### config.mk
export PLATFORM = sky130hd
export DESIGN_NAME = pipe_stage_buf
export DESIGN_NICKNAME = d
export VERILOG_FILES = /design/src/rtl/pipe_stage_buf.sv
export SDC_FILE = /design/constraint.sdc
export NUM_CORES = 1
export LEC_CHECK = 0
export ABC_AREA = 1
export CORE_MARGIN = 10
export CORE_UTILIZATION = 59
export CTS_CLUSTER_SIZE = 40
export DETAILED_ROUTE_END_ITERATION = 10
export DONT_BUFFER_PORTS = 1
export GPL_TIMING_DRIVEN = 0
export PLACE_DENSITY = 0.75
export REMOVE_ABC_BUFFERS = 1
export SLEW_MARGIN = 0
export SYNTH_ARGS = -nofsm -noshare
export SYNTH_HDL_FRONTEND = slang
export SYNTH_SLANG_ARGS = --single-unit
### constraint.sdc
create_clock -name clk -period 18.15 [get_ports clk]
set_clock_uncertainty 0.15 [all_clocks]
set_input_delay 3.63 -clock clk [delete_from_list [all_inputs] [get_ports clk]]
set_output_delay 3.63 -clock clk [all_outputs]
set_load 0.05 [all_outputs]
### src/rtl/pipe_stage_buf.sv
// Purpose : generic pipeline stage register, valid/ready on both sides, 2-entry skid buffer.
// Latency : 1 cycle from input acceptance to out_valid when empty; 1 beat/cycle sustained.
// Backpressure: in_ready is a registered output (no comb path from out_ready); a second
//               beat is absorbed in the skid entry while the first waits downstream.
//
// Ports:
//   clk, rst                     clock (rising edge), async active-high reset
//   flush                        drop every held and incoming beat this cycle
//   in_valid/in_ready/in_data    upstream handshake and payload
//   out_valid/out_ready/out_data downstream handshake and payload
//   stall_cnt, flush_cnt         saturating perf counters, present only when
//                                PIPE_STAGE_BUF_PERF_EN is defined
module pipe_stage_buf #(
  parameter int DATA_W        = 96,
  parameter int ZERO_ON_FLUSH = 1,
  parameter int CNT_W         = 32
) (
  input  logic              clk,
  input  logic              rst,
  input  logic              flush,
  input  logic              in_valid,
  output logic              in_ready,
  input  logic [DATA_W-1:0] in_data,
  output logic              out_valid,
  input  logic              out_ready,
  output logic [DATA_W-1:0] out_data
`ifdef PIPE_STAGE_BUF_PERF_EN
  ,
  output logic [CNT_W-1:0]  stall_cnt,
  output logic [CNT_W-1:0]  flush_cnt
`endif
);

  // Encoding chosen so bit0 = main entry valid, bit1 = skid entry valid.
  typedef enum logic [1:0] {
    EMPTY = 2'b00,
    ONE   = 2'b01,
    FULL  = 2'b11
  } state_t;

  state_t              state;
  state_t              state_nxt;
  logic [DATA_W-1:0]   main_d;
  logic [DATA_W-1:0]   skid_d;
  logic                main_v;
  logic                skid_v;
  logic                in_fire;
  logic                out_fire;
  logic                load_main_in;
  logic                load_main_skid;
  logic                load_skid;

  if (DATA_W < 1 || CNT_W < 1 || ZERO_ON_FLUSH < 0 || ZERO_ON_FLUSH > 1) begin : g_param_check
    $error("pipe_stage_buf: illegal parameter value");
  end

  assign main_v    = (state != EMPTY);
  assign skid_v    = (state == FULL);

  // Both decode straight from the state register, so upstream never sees out_ready.
  assign in_ready  = ~skid_v;
  assign out_valid = main_v;
  assign out_data  = main_d;

  assign in_fire   = in_valid & in_ready;
  assign out_fire  = out_valid & out_ready;

  always_ff @(posedge clk or posedge rst) begin
    if (rst) begin
      state <= EMPTY;
    end else begin
      state <= state_nxt;
    end
  end

  always_comb begin
    state_nxt      = state;
    load_main_in   = 1'b0;
    load_main_skid = 1'b0;
    load_skid      = 1'b0;
    case (state)
      EMPTY: begin
        if (in_fire) begin
          state_nxt    = ONE;
          load_main_in = 1'b1;
        end
      end
      ONE: begin
        if (in_fire && out_fire) begin
          load_main_in = 1'b1;
        end else if (in_fire) begin
          // Downstream stalled: park the new beat behind the head.
          state_nxt = FULL;
          load_skid = 1'b1;
        end else if (out_fire) begin
          state_nxt = EMPTY;
        end
      end
      FULL: begin
        // in_ready is low here, so only the skid beat can advance.
        if (out_fire) begin
          state_nxt      = ONE;
          load_main_skid = 1'b1;
        end
      end
      default: begin
        state_nxt = EMPTY;
      end
    endcase
    // Flush wins over everything; an out_fire this cycle has already been consumed.
    if (flush) begin
      state_nxt      = EMPTY;
      load_main_in   = 1'b0;
      load_main_skid = 1'b0;
      load_skid      = 1'b0;
    end
  end

  always_ff @(posedge clk or posedge rst) begin
    if (rst) begin
      main_d <= '0;
      skid_d <= '0;
    end else if (flush) begin
      if (ZERO_ON_FLUSH != 0) begin
        main_d <= '0;
        skid_d <= '0;
      end
    end else begin
      if (load_main_in) begin
        main_d <= in_data;
      end else if (load_main_skid) begin
        main_d <= skid_d;
      end
      if (load_skid) begin
        skid_d <= in_data;
      end
    end
  end

`ifdef PIPE_STAGE_BUF_PERF_EN
  localparam logic [CNT_W-1:0] CNT_MAX = {CNT_W{1'b1}};
  localparam logic [CNT_W-1:0] CNT_ONE = {{(CNT_W-1){1'b0}}, 1'b1};

  // Counters deliberately ignore flush: they track history across flushes.
  always_ff @(posedge clk or posedge rst) begin
    if (rst) begin
      stall_cnt <= '0;
      flush_cnt <= '0;
    end else begin
      if (out_valid && !out_ready && stall_cnt != CNT_MAX) begin
        stall_cnt <= stall_cnt + CNT_ONE;
      end
      if (flush && (main_v || skid_v) && flush_cnt != CNT_MAX) begin
        flush_cnt <= flush_cnt + CNT_ONE;
      end
    end
  end
`endif

endmodule

==> summary by stage, run 1 <==
Synthesis
Synthesis produced a netlist whose cell count is ~1300. The count of flip-flops with a built-in enable after synthesis is 0. Averaged over all synthesized cells, the footprint is around 7.5 sq um. The sequential share of the synthesized area is about half. The count of distinct cell types in the synthesized netlist is 19. The area of the mapped netlist is 10000 sq um. Counting flops and latches in the post-synthesis netlist gives ~190. For this run, the leading register cell type out of synthesis is dfrtp_1. The total of warnings raised by yosys is 0.

The proportion of synthesized flip-flops having asynchronous set or reset is 100%.

Setup path
STA classifies the critical path startpoint as an input port. The data required time at the worst endpoint is around 18 ns. In this run the critical register-to-register path is launched from state[0].

In this run the worst setup path begins at out_ready. The maximum net fanout on the critical path is just under 80. For the worst setup path, the data arrival time is approximately 7.1 ns. The worst setup path is of the input port to flip-flop kind.

The endpoint type of the worst setup path is a flip-flop.

Placement
Timing analysis after detailed placement gives a worst setup slack of ~11 ns. Counting tap cells, the placed design contains a total of ~1500 instances. After legalization and detailed placement, the total HPWL measured ~16000 um.

The congestion estimate from routability-driven global placement came to approximately 0.77. The number of I/O port buffers is 0.

Finish
Of the cells placed in the final design, the portion with a size suffix greater than 1 is around 4.8%. Leaving out filler cells and counting taps, the final layout contains 1488. The number of diodes added for antenna fixing is 0. The net count of the finished layout is between 1000 and 1500. Relative to the synthesized area, the layout overhead comes to 7.37%.

Drt
The detailed router placed around 8600 vias in this run. The count of nets left with antenna violations once routing finished came out at 0. After detailed routing, the average wire length per cell comes to between 15 and 20 um.

The pre-antenna-repair detailed-routing pass consisted of 5 iterations. The total wire length after detailed routing is approximately 27000 um. For this block, the initial DRC count from the detailed router was between 700 and 800. After detailed routing, the number of remaining DRC violations is 0. After detailed routing, the number of vias per cell comes to 5.80.

Clock tree
The TritonCTS clock tree is built. The clock-pin transition on the worst setup and hold timing paths is 0.07 ns. The H-tree depth reported by CTS is 4. The buffer count from post-CTS setup fixing is 0. The number of buffers added by the clock tree synthesis step is 17.

The total clock sinks is 194. The master cell of the clock root buffer is clkbuf_16. The cts-stage hold buffer count is 0. The clock network latency to the later pin of the worst-skew pair is approximately 0.43 ns. The clock passes through at most 2 buffers. Gates resized during post-CTS repair numbered 0.

Run
The max-capacitance violation count is 0.

Global routing
Global routing consumed, over all layers together, 23.2% of the routing resources. The maximum number of pins on one net before global-route repair is about 160. The residual overflow from global routing is 0.

The via count of the first global-routing pass came to between 8000 and 9000. The number of antenna violations at the first check in global routing was 0. The first global-routing pass estimated approximately 43000 um of wire.

STA
Dividing the final minimum period by the clock period gives 37.8%. For the pin with the worst max-slew slack, the measured transition is 0.913 ns. Static timing analysis puts the maximum clock frequency at between 0.1 and 0.15 GHz. The post-route minimum period is 6.86 ns. The total count of max-transition violations in the final report is 0.

The relative max-transition margin is a little under 40%. Setup repair after global routing left no endpoint under its margin. The count of endpoints failing hold in the final timing report was 0. Summed over all failing endpoints, the final setup total negative slack is 0 ns. Setup slack on the critical path of the routed design comes to ~11 ns. Setup violations remaining at the end of the flow were counted as 0.

Floorplan
The top-level port count is 199. The floorplan core area is 16600 sq um. In this run the vertical extent of the chip is 150 um.

The die covers 22600 sq um. The initial core utilization is between 60 and 70%. Row generation in the floorplan step produced 47 rows. The die is between 150 and 200 um wide.

Power
The share of total power dissipated in sequential elements is around 50%. The part of the total power dissipated in combinational logic is roughly 24%. The switching part of the total is 45.5%. The internal portion of the total power is about 850 uW. The total leakage power is between 5 and 6 nW. Power spread over the standard cell area amounts to 145 nW/um^2.

The worst-case IR drop observed on VDD is between 100 and 150 uV. The total power draw is roughly 1.6 mW. The clock network is responsible for ~26% of the overall power. The total net switching power is around 700 uW.

Worst hold path
The type of the worst min-delay path is flip-flop to flip-flop. In this run the most critical hold path is launched from skid_d[8].

Run status
The run finished with clean final reports.
==> metrics by stage <==
stage	hold slack [ns]	utilization (%)	area [sq um]
global route	0.383	64.7	10800
finish	0.362	64.7	10800
detailed placement	0.344	60.9	10100
CTS	0.363	64.7	10800
floorplan	0.326	-	9520
global placement	0.339	58.9	9800
==> placed cells by master (no fill, tap or decap), drive strengths merged <==
cell type / count
nand2: 404
inv: 204
nand3: 198
dfrtp: 194
nand4: 158
o21ai: 63
clkbuf: 18
buf: 12
nor2: 4
ha: 4
bufinv: 3
clkinv: 3
or2: 1
a21oi: 1
clkinvlp: 1
==> registers in the layout, indices dropped and copies added (netlist names) <==
| signal | count |
|---|---|
| state | 2 |
| out_data | 96 |
| skid_d | 96 |
==> cells by family (layout without fill, tap and decap cells) <==
| logic type | after synthesis | count (layout) | synth area share (%) |
|---|---|---|---|
| compound gates | 64 | 64 | 3.20 |
| fa+ha+maj | 4 | 4 | 0.499 |
| buf+inv | 310 | 241 | 12.4 |
| flops | 194 | 194 | 48.4 |
| simple gates | 765 | 765 | 35.5 |
==> worst max-delay path, stage by stage <==
cell and delay [ns]:
nand2_1 0.08, nand2_4 0.33, buf_16 0.36, nand2_4 0.69, nand3_2 0.88, inv_2 0.84, nand2_1 0.14, nand2_1 0.10
==> cell usage after synthesis (3+ instances only) <==
master    number  area (sq um)
inv_1        193           724
nor2_4         3          33.8
ha_1           4          50.1
buf_4          4          30.0
nand2_1      403          1510
nand4_1      158           988
inv_2          4          15.0
nand3_1      196           981
buf_1         12          45.0
buf_2         48           240
dfrtp_1      194          4850
o21ai_0       63           315
clkbuf_1      49           184
==> worst paths after layout <==
path | end | slack [ns] | depth (start not counted)
worst min register to register | skid_d[8] | 0.36 | 2
worst min-delay path | skid_d[8] | 0.36 | 2
min in group asynchronous | out_data[47] | 2.97 | 1
max in group asynchronous | skid_d[68] | 13.97 | 2
worst max register to register | out_data[8] | 13.40 | 9
worst max-delay path | out_data[8] | 11.29 | 8
==> cell type report <==
class | instances | area [sq um]
clock buffers | 18 | 439
clock inverters | 14 | 193
fillers | 1437 | 5880
inverters | 197 | 754
multi-input cells | 833 | 3960
flip-flops and latches | 194 | 4850
well taps | 220 | 275
repair buffers | 12 | 285
==> power groups by stage <==
stage	clock network (mW)	logic, mW	registers (mW)
after floorplan	0	0.272	0.763
after global placement	0	0.364	0.786
after detailed placement	0	0.378	0.789
after CTS	0.410	0.380	0.781
after global routing	0.429	0.432	0.789
final	0.405	0.380	0.778
==> layer usage <==
metal	global-route usage (%)	vias to the layer above	part of all wire, %
li1	-	4170	-
met2	36.5	289	48
met3	7.38	24	9.5
met5	0	-	0
met4	6.27	0	1.2
met1	30.4	4147	41
No activity file was read; power rests on OpenSTA's default activity.
==> run 2, diff against run 1 <==
==> constraint.sdc (replaced) <==
create_clock -name clk -period 6.4 [get_ports clk]
set_clock_uncertainty 0.15 [all_clocks]
set_input_delay 1.28 -clock clk [delete_from_list [all_inputs] [get_ports clk]]
set_output_delay 1.28 -clock clk [all_outputs]
set_load 0.05 [all_outputs]
==> results of run 2 <==
Same layout as run 1 (identical final DEF). Status: completed.
Among the figures that moved: setup slack after placement 10.84 ns -> 1.44 ns; setup slack after layout 11.29 ns -> 1.65 ns; start point of the critical path out_ready -> state[0]; register-to-register setup slack 13.40 ns -> 1.65 ns; total power 1.56 mW -> 4.43 mW; worst IR drop on VDD 106 uV -> 302 uV
==> run 3, diff against run 2 <==
==> constraint.sdc (replaced) <==
create_clock -name clk -period 4.82 [get_ports clk]
set_clock_uncertainty 0.15 [all_clocks]
set_input_delay 0.964 -clock clk [delete_from_list [all_inputs] [get_ports clk]]
set_output_delay 0.964 -clock clk [all_outputs]
set_load 0.05 [all_outputs]
==> run 3 against run 2 <==
Against the previous run:
- critical path depth unchanged
- register-to-register slack got worse by 1.2 ns
- setup slack worse by 1.2 ns
==> summary by stage, run 3 (synthesized netlist as in run 1, its figures left out) <==
Run status
Run status: completed (unchanged).

Power
The part of the total power dissipated in combinational logic is 24.3% (about the same). The maximum VDD drop is 400 uV (was 302 uV). The fraction of power consumed by sequential logic was 49.8% (about the same). The total power draw is 5.88 mW (was 4.43 mW).

The internal portion of total power is 3.20 mW (was 2.41 mW). The total net switching power is 2.68 mW (was 2.02 mW). The switching part of the total is 45.5% (about the same).

The total leakage power came to 5.65 nW (about the same). The total power per unit cell area is 546 nW/um^2 (was 412 nW/um^2). The clock share of power is 25.9% (about the same).

Clock tree
The total clock sinks is 194 (unchanged). The clock-pin transition on the worst setup and hold timing paths is 0.07 ns (about the same). The buffer count from post-CTS setup fixing was 0 (unchanged). The master cell of the clock root buffer is clkbuf_16 (unchanged). The number of gates given a new drive strength after cts is 0 (unchanged). The clock tree buffer depth is 2 (unchanged). The cts-stage hold buffer count is 0 (unchanged). The H-tree depth reported by CTS is 4 (unchanged). The number of buffers added by the clock tree synthesis step was 17 (unchanged).

The clock network latency to the later pin of the worst-skew pair came to 0.44 ns (was 0.43 ns). The TritonCTS clock tree was built (unchanged).

STA
The relative max-transition margin is 38.1% (was 39.0%). The upper clock frequency limit is 0.229 GHz (was 0.211 GHz). Setup repair after global routing missed its margin: false (unchanged). The post-route minimum period is 4.37 ns (was 4.75 ns). The worst hold slack is 0.305 ns (was 0.362 ns). The total count of max-transition violations in the final report is 0 (unchanged). The slack of the critical path came to 0.447 ns (was 1.65 ns).

The count of endpoints failing hold in the final timing report is 0 (unchanged). The final worst-path cycle share came to 90.7% (was 74.2%). The actual slew at the worst max-slew pin was 0.926 ns (was 0.913 ns). The setup TNS came to 0 ns (unchanged). The setup-violating endpoint count in the final report is 0 (unchanged).

Placement
The routability congestion estimate came to 0.769 (unchanged). The number of I/O port buffers came to 0 (unchanged). The count of placed standard cells including taps is 1456 (unchanged). The half-perimeter wire length after placement came to 15900 um (unchanged). The post-detailed-placement cell area is 10100 sq um (unchanged).

The pre-CTS worst setup slack came to 0.0677 ns (was 1.44 ns).

Global routing
The number of antenna violations at the first check in global routing is 0 (unchanged). The via count of the first global-routing pass is 8054 (unchanged). The wire length of the first global-routing pass was 42800 um (unchanged). The maximum number of pins on one net before global-route repair came to 157 (unchanged). The residual overflow from global routing is 0 (unchanged).

The combined global-route utilization of all metal layers was 23.2% (unchanged).

Finish
Top library cells by usage in the layout, fill and taps aside: 400 x nand2_1, 196 x nand3_1, 194 x dfrtp_1 (unchanged). The final core utilization is 64.7% (about the same). The post-synthesis to final-layout area growth was 7.44% (was 7.37%). The share of layout cells above drive strength 1 is 4.81% (unchanged). The number of filler instances in the final layout is 1436 (was 1437). The final standard cell area without fillers is 10800 sq um (about the same). The number of cells in the finished layout apart from fillers is 1488 (unchanged). The most common cell after layout, fill and taps aside was nand2_1 (unchanged). The number of nets in the final layout is 1360 (unchanged).

The number of diodes added for antenna fixing is 0 (unchanged).

Worst hold path
The type of the worst min-delay path is input port to async pin (was flip-flop to flip-flop).

Drt
The detailed-route vias per instance is 5.75 (was 5.80). The total wire length after detailed routing is 26600 um (was 26700 um). The average routed wire per standard cell is 17.9 um (about the same).

The residual DRC count was 0 (unchanged). The number of nets still failing antenna checks after routing was 0 (unchanged). The number of vias in the routed layout is 8560 (was 8630).

The total iterations of the first detailed-routing run came to 6 (was 5). The DRC violation total after the first TritonRoute iteration is 755 (was 747).

Setup path
The combined buffer and inverter count along the critical path is 3 (unchanged). The kind of cell adding the most delay to the critical path is simple AND/OR/NAND/NOR gates (unchanged). The data required time at the worst endpoint is 5.04 ns (was 6.62 ns). The delay of the slowest critical-path stage is 0.71 ns (was 0.88 ns).

The maximum net fanout on the critical path is 78 (unchanged). The library cell contributing the largest single delay on the critical path is ha_4 (was nand3_2). The startpoint type of the worst setup path was a flip-flop (unchanged). The data arrival at the endpoint of the critical path is 4.59 ns (was 4.97 ns).

The source of the critical timing path is state[0] (unchanged). The origin of the critical flop-to-flop path is state[0] (unchanged). Critical path, cell by cell: ha_4 -> nor2_4 -> buf_12 -> buf_12 -> nand2_4 -> nand3_4 -> inv_2 -> nand2_1 -> nand2_1 (was ha_4 -> nor2_4 -> buf_12 -> buf_12 -> nand2_4 -> nand3_2 -> inv_2 -> nand2_1 -> nand2_1). The worst setup path category is flip-flop to flip-flop (unchanged).

The endpoint type of the worst setup path is a flip-flop (unchanged).

Floorplan
The top-level port count is 199 (unchanged). The total die area is 22600 sq um (unchanged). The die extent in y is 150 um (unchanged).

The site row count is 47 (unchanged). The floorplan core area is 16600 sq um (unchanged). The die extent in x is 150 um (unchanged).

The initial core utilization is 60.2% (unchanged).

Run
The max-capacitance violation count came to 0 (unchanged).
## run 3: cell types whose count changed in the layout (fill, tap and decap cells not counted)
cell	before	now
nand3_4	1	2
nand3_2	1	0
## run 3: area by class of cell
type	count	area, sq um	area share [%]
Inverter	197	754	7.01
Sequential cell	194	4850	45.1
Timing Repair Buffer	12	285	2.65
Clock buffer	18	439	4.08
Multi-Input combinational cell	833	3970	36.8
Clock inverter	14	193	1.79
Tap cell	220	275	2.56
## run 3: power groups by stage
| stage | sequential [mW] | combinational (mW) | clock [mW] |
|---|---|---|---|
| floorplan | 2.87 | 1.02 | 0 |
| global placement | 2.96 | 1.37 | 0 |
| detailed placement | 2.97 | 1.42 | 0 |
| CTS | 2.94 | 1.43 | 1.54 |
| global route | 2.97 | 1.63 | 1.62 |
| finish | 2.93 | 1.43 | 1.53 |
## run 3: path summary, 6_finish.rpt
| check | to | slack (ns) | cells after the start |
|---|---|---|---|
| max in group asynchronous | skid_d[29] | 3.31 | 2 |
| min in group clk | skid_d[8] | 0.36 | 2 |
| setup reg to reg | out_data[8] | 0.45 | 9 |
| setup / recovery | out_data[8] | 0.45 | 9 |
| hold reg to reg | skid_d[8] | 0.36 | 2 |
| hold / removal | out_data[47] | 0.31 | 1 |
## run 3: routing by layer
layer  part of all wire (%)  up-vias  wire, um  track usage (%)
met1                     41     4078     11000             30.4
met4                    1.2        0       314             6.27
met5                      0        -         0                0
met2                     48      292     12800             36.5
met3                    9.7       21      2570             7.38
li1                       -     4169         -                -
